$ cat src/rtl/dmem_arb_pkg.sv
// rtl/dmem_arb_pkg.sv - shared types and constants for the data-memory arbiter
package dmem_arb_pkg;

  localparam int DMEM_ADDR_W = 9;
  localparam int PERF_W      = 16;

  typedef enum logic {
    FREE       = 1'b0,
    AUX_LOCKED = 1'b1
  } arb_state_e;

  typedef enum logic {
    OWN_CORE = 1'b0,
    OWN_AUX  = 1'b1
  } owner_e;

endpackage

$ cat src/rtl/dmem_arb_perf.sv
// rtl/dmem_arb_perf.sv - free-running conflict / forced-grant event counters (wrap mod 2^16)
module dmem_arb_perf
  import dmem_arb_pkg::*;
(
  input  logic              clk,
  input  logic              reset,
  input  logic              i_conflict,
  input  logic              i_forced,
  output logic [PERF_W-1:0] o_conflicts,
  output logic [PERF_W-1:0] o_forced
);

  logic [PERF_W-1:0] r_conflicts;
  logic [PERF_W-1:0] r_forced;

  // Count each qualifying cycle; wrap naturally on overflow
  always_ff @(posedge clk or posedge reset) begin
    if (reset) begin
      r_conflicts <= '0;
      r_forced    <= '0;
    end else begin
      if (i_conflict) r_conflicts <= r_conflicts + 1'b1;
      if (i_forced)   r_forced    <= r_forced + 1'b1;
    end
  end

  assign o_conflicts = r_conflicts;
  assign o_forced    = r_forced;

endmodule

$ cat src/rtl/dmem_arbiter.sv
// rtl/dmem_arbiter.sv - core/aux data-memory arbiter; perf counters built only with DMEM_ARB_PERF_EN
module dmem_arbiter
  import dmem_arb_pkg::*;
#(
  parameter int DATA_W   = 32,
  parameter int ADDR_W   = DMEM_ADDR_W,
  parameter int MAX_WAIT = 4
) (
  input  logic              clk,
  input  logic              reset,
  input  logic              core_req,
  input  logic              core_we,
  input  logic [ADDR_W-1:0] core_addr,
  input  logic [DATA_W-1:0] core_wdata,
  output logic              core_gnt,
  output logic              core_rvalid,
  output logic              core_stall,
  input  logic              aux_req,
  input  logic              aux_we,
  input  logic [ADDR_W-1:0] aux_addr,
  input  logic [DATA_W-1:0] aux_wdata,
  input  logic              aux_lock,
  output logic              aux_gnt,
  output logic              aux_rvalid,
  output logic [DATA_W-1:0] rdata,
  output logic              mem_wr,
  output logic              mem_rd,
  output logic [ADDR_W-1:0] mem_addr,
  output logic [DATA_W-1:0] mem_wr_data,
  input  logic [DATA_W-1:0] mem_rd_data,
  output logic [15:0]       perf_conflicts,
  output logic [15:0]       perf_forced
);

  localparam logic [3:0] MAX_WAIT_C = 4'(MAX_WAIT);

  arb_state_e r_state;
  logic [3:0] r_wait_cnt;
  logic       r_rd_pend;
  owner_e     r_rd_owner;

  logic w_locked_hold;
  logic w_forced;
  logic w_core_gnt;
  logic w_aux_gnt;
  logic w_we;

  // Locked ownership persists only while aux keeps aux_lock high; a dropped
  // lock falls straight through to normal arbitration in the same cycle.
  assign w_locked_hold = (r_state == AUX_LOCKED) && aux_lock;
  assign w_forced      = ~w_locked_hold && aux_req && (r_wait_cnt == MAX_WAIT_C);
  assign w_core_gnt    = ~reset & ~w_locked_hold & ~w_forced & core_req;
  assign w_aux_gnt     = ~reset & aux_req & (w_locked_hold | w_forced | ~core_req);

  assign core_gnt   = w_core_gnt;
  assign aux_gnt    = w_aux_gnt;
  assign core_stall = core_req & ~w_core_gnt;

  assign w_we        = w_core_gnt ? core_we : aux_we;
  assign mem_wr      = (w_core_gnt | w_aux_gnt) & w_we;
  assign mem_rd      = (w_core_gnt | w_aux_gnt) & ~w_we;
  assign mem_addr    = w_core_gnt ? core_addr  : (w_aux_gnt ? aux_addr  : '0);
  assign mem_wr_data = w_core_gnt ? core_wdata : (w_aux_gnt ? aux_wdata : '0);

  // Read data arrives one cycle after the strobe; steer it to whoever issued it
  assign rdata       = mem_rd_data;
  assign core_rvalid = r_rd_pend & (r_rd_owner == OWN_CORE);
  assign aux_rvalid  = r_rd_pend & (r_rd_owner == OWN_AUX);

  // Lock state, aux starvation counter and read-return owner tracking
  always_ff @(posedge clk or posedge reset) begin
    if (reset) begin
      r_state    <= FREE;
      r_wait_cnt <= '0;
      r_rd_pend  <= 1'b0;
      r_rd_owner <= OWN_CORE;
    end else begin
      r_state <= (aux_lock && (w_locked_hold || w_aux_gnt)) ? AUX_LOCKED : FREE;
      if (aux_req && !w_aux_gnt) begin
        if (r_wait_cnt != MAX_WAIT_C) r_wait_cnt <= r_wait_cnt + 1'b1;
      end else begin
        r_wait_cnt <= '0;
      end
      r_rd_pend  <= (w_core_gnt & ~core_we) | (w_aux_gnt & ~aux_we);
      r_rd_owner <= w_aux_gnt ? OWN_AUX : OWN_CORE;
    end
  end

`ifdef DMEM_ARB_PERF_EN
  logic w_conflict;
  assign w_conflict = core_req & aux_req;

  dmem_arb_perf u_perf (
    .clk         (clk),
    .reset       (reset),
    .i_conflict  (w_conflict),
    .i_forced    (w_forced),
    .o_conflicts (perf_conflicts),
    .o_forced    (perf_forced)
  );
`else
  assign perf_conflicts = '0;
  assign perf_forced    = '0;
`endif

endmodule
$ cat config.mk
export PLATFORM = sky130hd
export DESIGN_NAME = dmem_arbiter
export DESIGN_NICKNAME = d
export VERILOG_FILES = /design/src/rtl/dmem_arb_pkg.sv /design/src/rtl/dmem_arb_perf.sv /design/src/rtl/dmem_arbiter.sv
export SDC_FILE = /design/constraint.sdc
export NUM_CORES = 1
export LEC_CHECK = 0
export CORE_AREA = 2 2 89 91
export CTS_BUF_LIST = sky130_fd_sc_hd__clkbuf_2 sky130_fd_sc_hd__clkbuf_4 sky130_fd_sc_hd__clkbuf_8
export DETAILED_ROUTE_END_ITERATION = 10
export DIE_AREA = 0 0 91 93
export PLACE_DENSITY = 0.86
export SYNTH_ARGS = -nofsm -noshare
export SYNTH_HDL_FRONTEND = slang
export SYNTH_SLANG_ARGS = --single-unit
$ cat constraint.sdc
create_clock -name clk -period 5.9 [get_ports clk]
set_input_delay 1.77 -clock clk [delete_from_list [all_inputs] [get_ports clk]]
set_output_delay 1.77 -clock clk [all_outputs]
set_load 0.05 [all_outputs]
==> results of run 1 <==
how the worst max path moves through the flow:
stage              from               to  slack [ns]  cells past startpoint
2_1_floorplan     reset  mem_wr_data[22]        1.10                      4
3_3_place_gp   core_req      mem_addr[0]        0.62                      6
3_5_place_dp   core_req  mem_wr_data[31]        0.62                      6
4_1_cts        core_req  mem_wr_data[31]        0.61                      6
5_1_grt        core_req      mem_addr[8]        0.51                      6
6_report       core_req  mem_wr_data[31]        0.61                      6
area by class of cell:
| cell class | instances | area, um2 | share of cell area (%) |
|---|---|---|---|
| inverters | 6 | 22.5 | 0.815 |
| repair buffers | 143 | 1340 | 48.4 |
| multi-input cells | 149 | 1050 | 38.0 |
| well taps | 102 | 128 | 4.62 |
| clock buffers | 4 | 48.8 | 1.77 |
| flip-flops and latches | 7 | 175 | 6.34 |
metrics by stage:
| stage | util, % | instance area (um2) |
|---|---|---|
| 2_1_floorplan | - | 1850 |
| 3_3_place_gp | 36.1 | 2720 |
| 3_5_place_dp | 36.1 | 2720 |
| 4_1_cts | 36.7 | 2760 |
| 5_1_grt | 36.7 | 2760 |
| 6_report | 36.7 | 2760 |
cell families (layout without fill, tap and decap cells):
| family | after synthesis | count (layout) | synth area share (%) |
|---|---|---|---|
| buf+inv | 90 | 153 | 36.0 |
| simple gates | 59 | 59 | 20.7 |
| compound gates | 54 | 54 | 30.4 |
| flops | 7 | 7 | 10.1 |
| fa+ha+maj | 2 | 2 | 1.45 |
| other cells | 1 | 32 | 0.217 |
| xor+xnor | 1 | 1 | 0.506 |
| mux | 1 | 1 | 0.578 |
where the power goes:
part	switching (mW)	leakage, nW	internal [mW]
clock	0.0220	0.0262	0.0514
combinational	0.175	1.07	0.109
sequential	0.00267	0.0944	0.0508
state kept, by name, indices dropped and copies added, names as in the netlist:
name and cells:
r_wait_cnt 4, r_rd_owner 1, r_rd_pend 1, r_state 1
placed cells by master (no fill, tap or decap), types with 2 or more instances in the layout:
cell / synthesis / layout
conb_1: 1 / 32
clkdlybuf4s50_1: 0 / 91
buf_12: 0 / 3
and2_0: 3 / 3
nor2_1: 4 / 4
clkbuf_8: 0 / 3
o21ai_0: 2 / 2
buf_4: 65 / 49
and2_1: 42 / 42
inv_1: 5 / 5
nand4_1: 2 / 2
ha_1: 2 / 2
dfrtp_1: 7 / 7
nand3_1: 2 / 2
a32o_1: 44 / 44
nor2b_1: 3 / 2
metal layers:
metal  wire (um)  vias up  global-route usage [%]
met2        3230      114                    23.8
met4          52        0                    2.15
li1            -      870                       -
met1        1950      861                    12.4
met3         518        7                    2.90
met5           0        -                       0
==> impl_metrics.toml, run 1 <==
[placed_design]
port_buffers = 136
dp_slack_ns = 0.615
finalWeightedCongestion = 0.740
dp_cells = 407
hpwl_mm = 4.62

[yosys]
seq_area_frac_synth_pct = 10.1
synthTopCellsByArea = "buf_4, a32o_1, and2_1"
synth_top_area_share_pct = 28.2
yosysTopAreaCell = "buf_4"
synthArstFlopShare_pct = 100
yosysWarnings = 0
synth_most_common_cell = "buf_4"
synthTopCellsByCount = "buf_4, a32o_1, and2_1"
synthFlopType = "dfrtp_1"
synth_cell_types = 30
netlist_area_mm2 = 0.00173
syn_inst = 215
ys_seq_elements = 7
synth-edff-count = 0
synth_area_per_cell_um2 = 8.05

[worst_setup_path]
cp_cell_sequence = "clkdlybuf4s50_1, a21bo_2, a21oi_4, buf_4, a32o_1, buf_4"
r2r_start = "r_wait_cnt[0]"
reg2reg_slack_ns = 4.06
cp_data_arrival_time_ns = 3.52
r2r_end = "r_rd_pend"
cp_num_buf_inv = 3
required_ns = 4.13
worstRegToRegCells = 6
cp_common_cell = "buf_4"
slowest_stage = "clkdlybuf4s50_1"
worstSetupPathType = "primary input to output port"
cp_top_family = "buffers and inverters"
critPathMaxStageDelay_ns = 0.50
cp_max_fo = 45
critPathCaptureType = "output port"
cp-start-kind = "primary input"

[sta]
finClkSkew_ns = 0.00180
rsz0062_at_grt = "no"
holdWs_ns = 0.555
report.final.slew_viol_count = 0
final-setup-viol-count = 0
hold_viol_final = 0
period_share_pct = 89.7
setup_tns_ns = 0
fin_crit_ns = 5.29
worst_slack_ns = 0.607
fmax_mhz = 189

[worst_hold_path]
holdCritPathClass = "flip-flop to flip-flop"
whs_path_depth = 1
worstHoldStart = "r_wait_cnt[0]"
holdPathEnd = "r_wait_cnt[0]"

[grt]
grt_pass1_wl_mm = 8.36
grt_start_max_net_pins = 46
grt_pass1_vias = 1732
grt-ovfl-total = 0
antenna_found_initial = 0
grtUsageTotal_pct = 11.8

[power]
ir_drop_mv = 0.0818
power.density_mw_per_mm2 = 149
power.total_mw = 0.411
leakage_nw = 1.19

[layout]
syn2layout_area_growth_pct = 59.7
stdcell_count = 411
layout-drive-gt1-share_pct = 19.7
diodes = 0
nets = 433
fillers = 774

[clock_network]
post-cts-setup-buffers = 0
cts_tree = "yes"
clockBufferDepth = 2
cts_hold_buffers = 0
cts-root-buf = "clkbuf_8"
cts_resized = 0
clk_latency_ns = 0.23
cts_buffers = 3
numClockSinks = 7
clkSlewWorstSetupHoldPaths_ns = 0.04
htree_num_levels = 1

[drt]
drt-total-wl_mm = 5.75
drt_iter0_markers = 63
via_per_inst = 4.51
drc_errors = 0
avgRoutedWirePerCell_um = 14.0
firstDrtPassIters = 4
vias = 1852
ant_nets = 0

[floorplanning]
rows = 32
initial_core_util_pct = 23.0
die_y_um = 93
fp.coreArea_mm2 = 0.00753
die_w_um = 91
io_pins = 233
die_area_mm2 = 0.00846

[job]
drv_cap = 0

[outcome]
status = "finished, final reports clean"
Power figures use the tool's default switching activity.
==> run 2: changes to the inputs <==
RECOVER_POWER = 100   (was default)
==> run 2 against run 1 <==
- wire length decreased by 0.40%
- sequential cell count stayed put
- global-route usage unchanged
- sequential share of layout area about the same
- critical path depth stayed put
- sequential power about the same
- via count grew 0.27%
- critical endpoint is now mem_rd
==> impl_metrics.toml, run 2 (synthesis gave the netlist of run 1 again) <==
[outcome]
status = "finished, final reports clean"

[floorplanning]
die_w_um = 91
fp.coreArea_mm2 = 0.00753
die_y_um = 93
io_pins = 233
rows = 32
initial_core_util_pct = 23.0
die_area_mm2 = 0.00846

[drt]
drc_errors = 0
avgRoutedWirePerCell_um = 13.9
drt-total-wl_mm = 5.72
drt_iter0_markers = 59
vias = 1857
via_per_inst = 4.52
firstDrtPassIters = 4
ant_nets = 0

[placed_design]
hpwl_mm = 4.62
dpl_cell_area_mm2 = 0.00272
port_buffers = 136
dp_cells = 407
finalWeightedCongestion = 0.740

[sta]
worst_pin_slew_ns = 0.662
period_share_pct = 92.2
final-setup-viol-count = 0
setup_tns_ns = 0
hold_viol_final = 0
slew-limit-headroom_pct = 55.9
report.final.slew_viol_count = 0
rsz0062_at_grt = "no"
fmax_mhz = 184
finClkSkew_ns = 0.00226
fin_crit_ns = 5.44

[grt]
grt_pass1_vias = 1732
antenna_found_initial = 0
grt_pass1_wl_mm = 8.36
grt-ovfl-total = 0
grt_start_max_net_pins = 46
grtUsageTotal_pct = 11.8

[worst_setup_path]
cp-start-kind = "primary input"
worstRegToRegCells = 6
reg2reg_slack_ns = 4.04
worstSetupPathType = "primary input to output port"
required_ns = 4.13
r2r_start = "r_wait_cnt[0]"
cp_data_arrival_time_ns = 3.67
critPathCaptureType = "output port"
cp_max_fo = 15
r2r_end = "r_rd_owner"

[power]
power.density_mw_per_mm2 = 148
leakage_nw = 1.19
ir_drop_mv = 0.0818

[layout]
diodes = 0
syn2layout_area_growth_pct = 58.8
layout-drive-gt1-share_pct = 19.1
layout_commonest_cell = "clkdlybuf4s50_1"
regMostFlops = "r_wait_cnt"
layout_common_cells = "clkdlybuf4s50_1, a32o_1, buf_4, and2_1, conb_1"
largest_register_ffs = 4
final_cell_area_mm2 = 0.00275
stdcell_count = 411
nets = 433
fillers = 777

[clock_network]
cts_hold_buffers = 0
cts-root-buf = "clkbuf_8"
cts_resized = 0
htree_num_levels = 1
cts_tree = "yes"
clkSlewWorstSetupHoldPaths_ns = 0.04
post-cts-setup-buffers = 0
numClockSinks = 7
cts_buffers = 3
clockBufferDepth = 2
clk_latency_ns = 0.23

[worst_hold_path]
holdCritPathClass = "flip-flop to flip-flop"
holdPathEnd = "r_wait_cnt[0]"
worstHoldStart = "r_wait_cnt[0]"
whs_path_depth = 1

[job]
drv_cap = 0
[run 2: layout make-up]
| cell class | count | area (um2) | share of cell area, % |
|---|---|---|---|
| Timing Repair Buffer | 143 | 1320 | 48.1 |
| Multi-Input combinational cell | 149 | 1050 | 38.3 |
| Sequential cell | 7 | 175 | 6.38 |
| Tap cell | 102 | 128 | 4.64 |
| Clock buffer | 4 | 48.8 | 1.78 |
| Inverter | 6 | 22.5 | 0.820 |
[run 2: worst max-delay path: stages]
cell and delay [ns]:
dlygate4sd3_1 0.59, a21boi_0 0.13, nand2_1 0.11, clkbuf_1 0.51, a32o_1 0.28, clkbuf_2 0.27
[run 2: stage by stage]
step,hold slack (ns),utilization (%),power [mW],setup slack [ns]
6_report,0.551,36.5,0.408,0.460
5_1_grt,0.581,36.5,0.428,0.295
4_1_cts,0.556,36.7,0.415,0.605
3_5_place_dp,0.554,36.1,0.339,0.615
3_3_place_gp,0.531,36.1,0.335,0.622
2_1_floorplan,0.503,-,0.311,1.10
[run 2: power by group]
part | total, mW | internal (mW) | switching (mW) | leakage [nW]
Combinational | 0.281 | 0.106 | 0.175 | 1.07
Clock | 0.0730 | 0.0514 | 0.0216 | 0.0262
Sequential | 0.0534 | 0.0508 | 0.00260 | 0.0944
[run 2: worst max-delay path by stage]
| stage | from | to | cells past startpoint |
|---|---|---|---|
| 6_report | aux_lock | mem_rd | 6 |
| 2_1_floorplan | reset | mem_wr_data[22] | 4 |
| 5_1_grt | aux_lock | mem_rd | 6 |
| 3_5_place_dp | core_req | mem_wr_data[31] | 6 |
| 4_1_cts | core_req | mem_wr_data[31] | 6 |
| 3_3_place_gp | core_req | mem_addr[0] | 6 |
[run 2: layer usage]
| metal | vias to the layer above | wire length, um | global-route usage (%) |
|---|---|---|---|
| li1 | 871 | - | - |
| met4 | 0 | 31 | 2.15 |
| met5 | - | 0 | 0 |
| met1 | 865 | 1880 | 12.4 |
| met3 | 6 | 518 | 2.90 |
| met2 | 115 | 3300 | 23.8 |
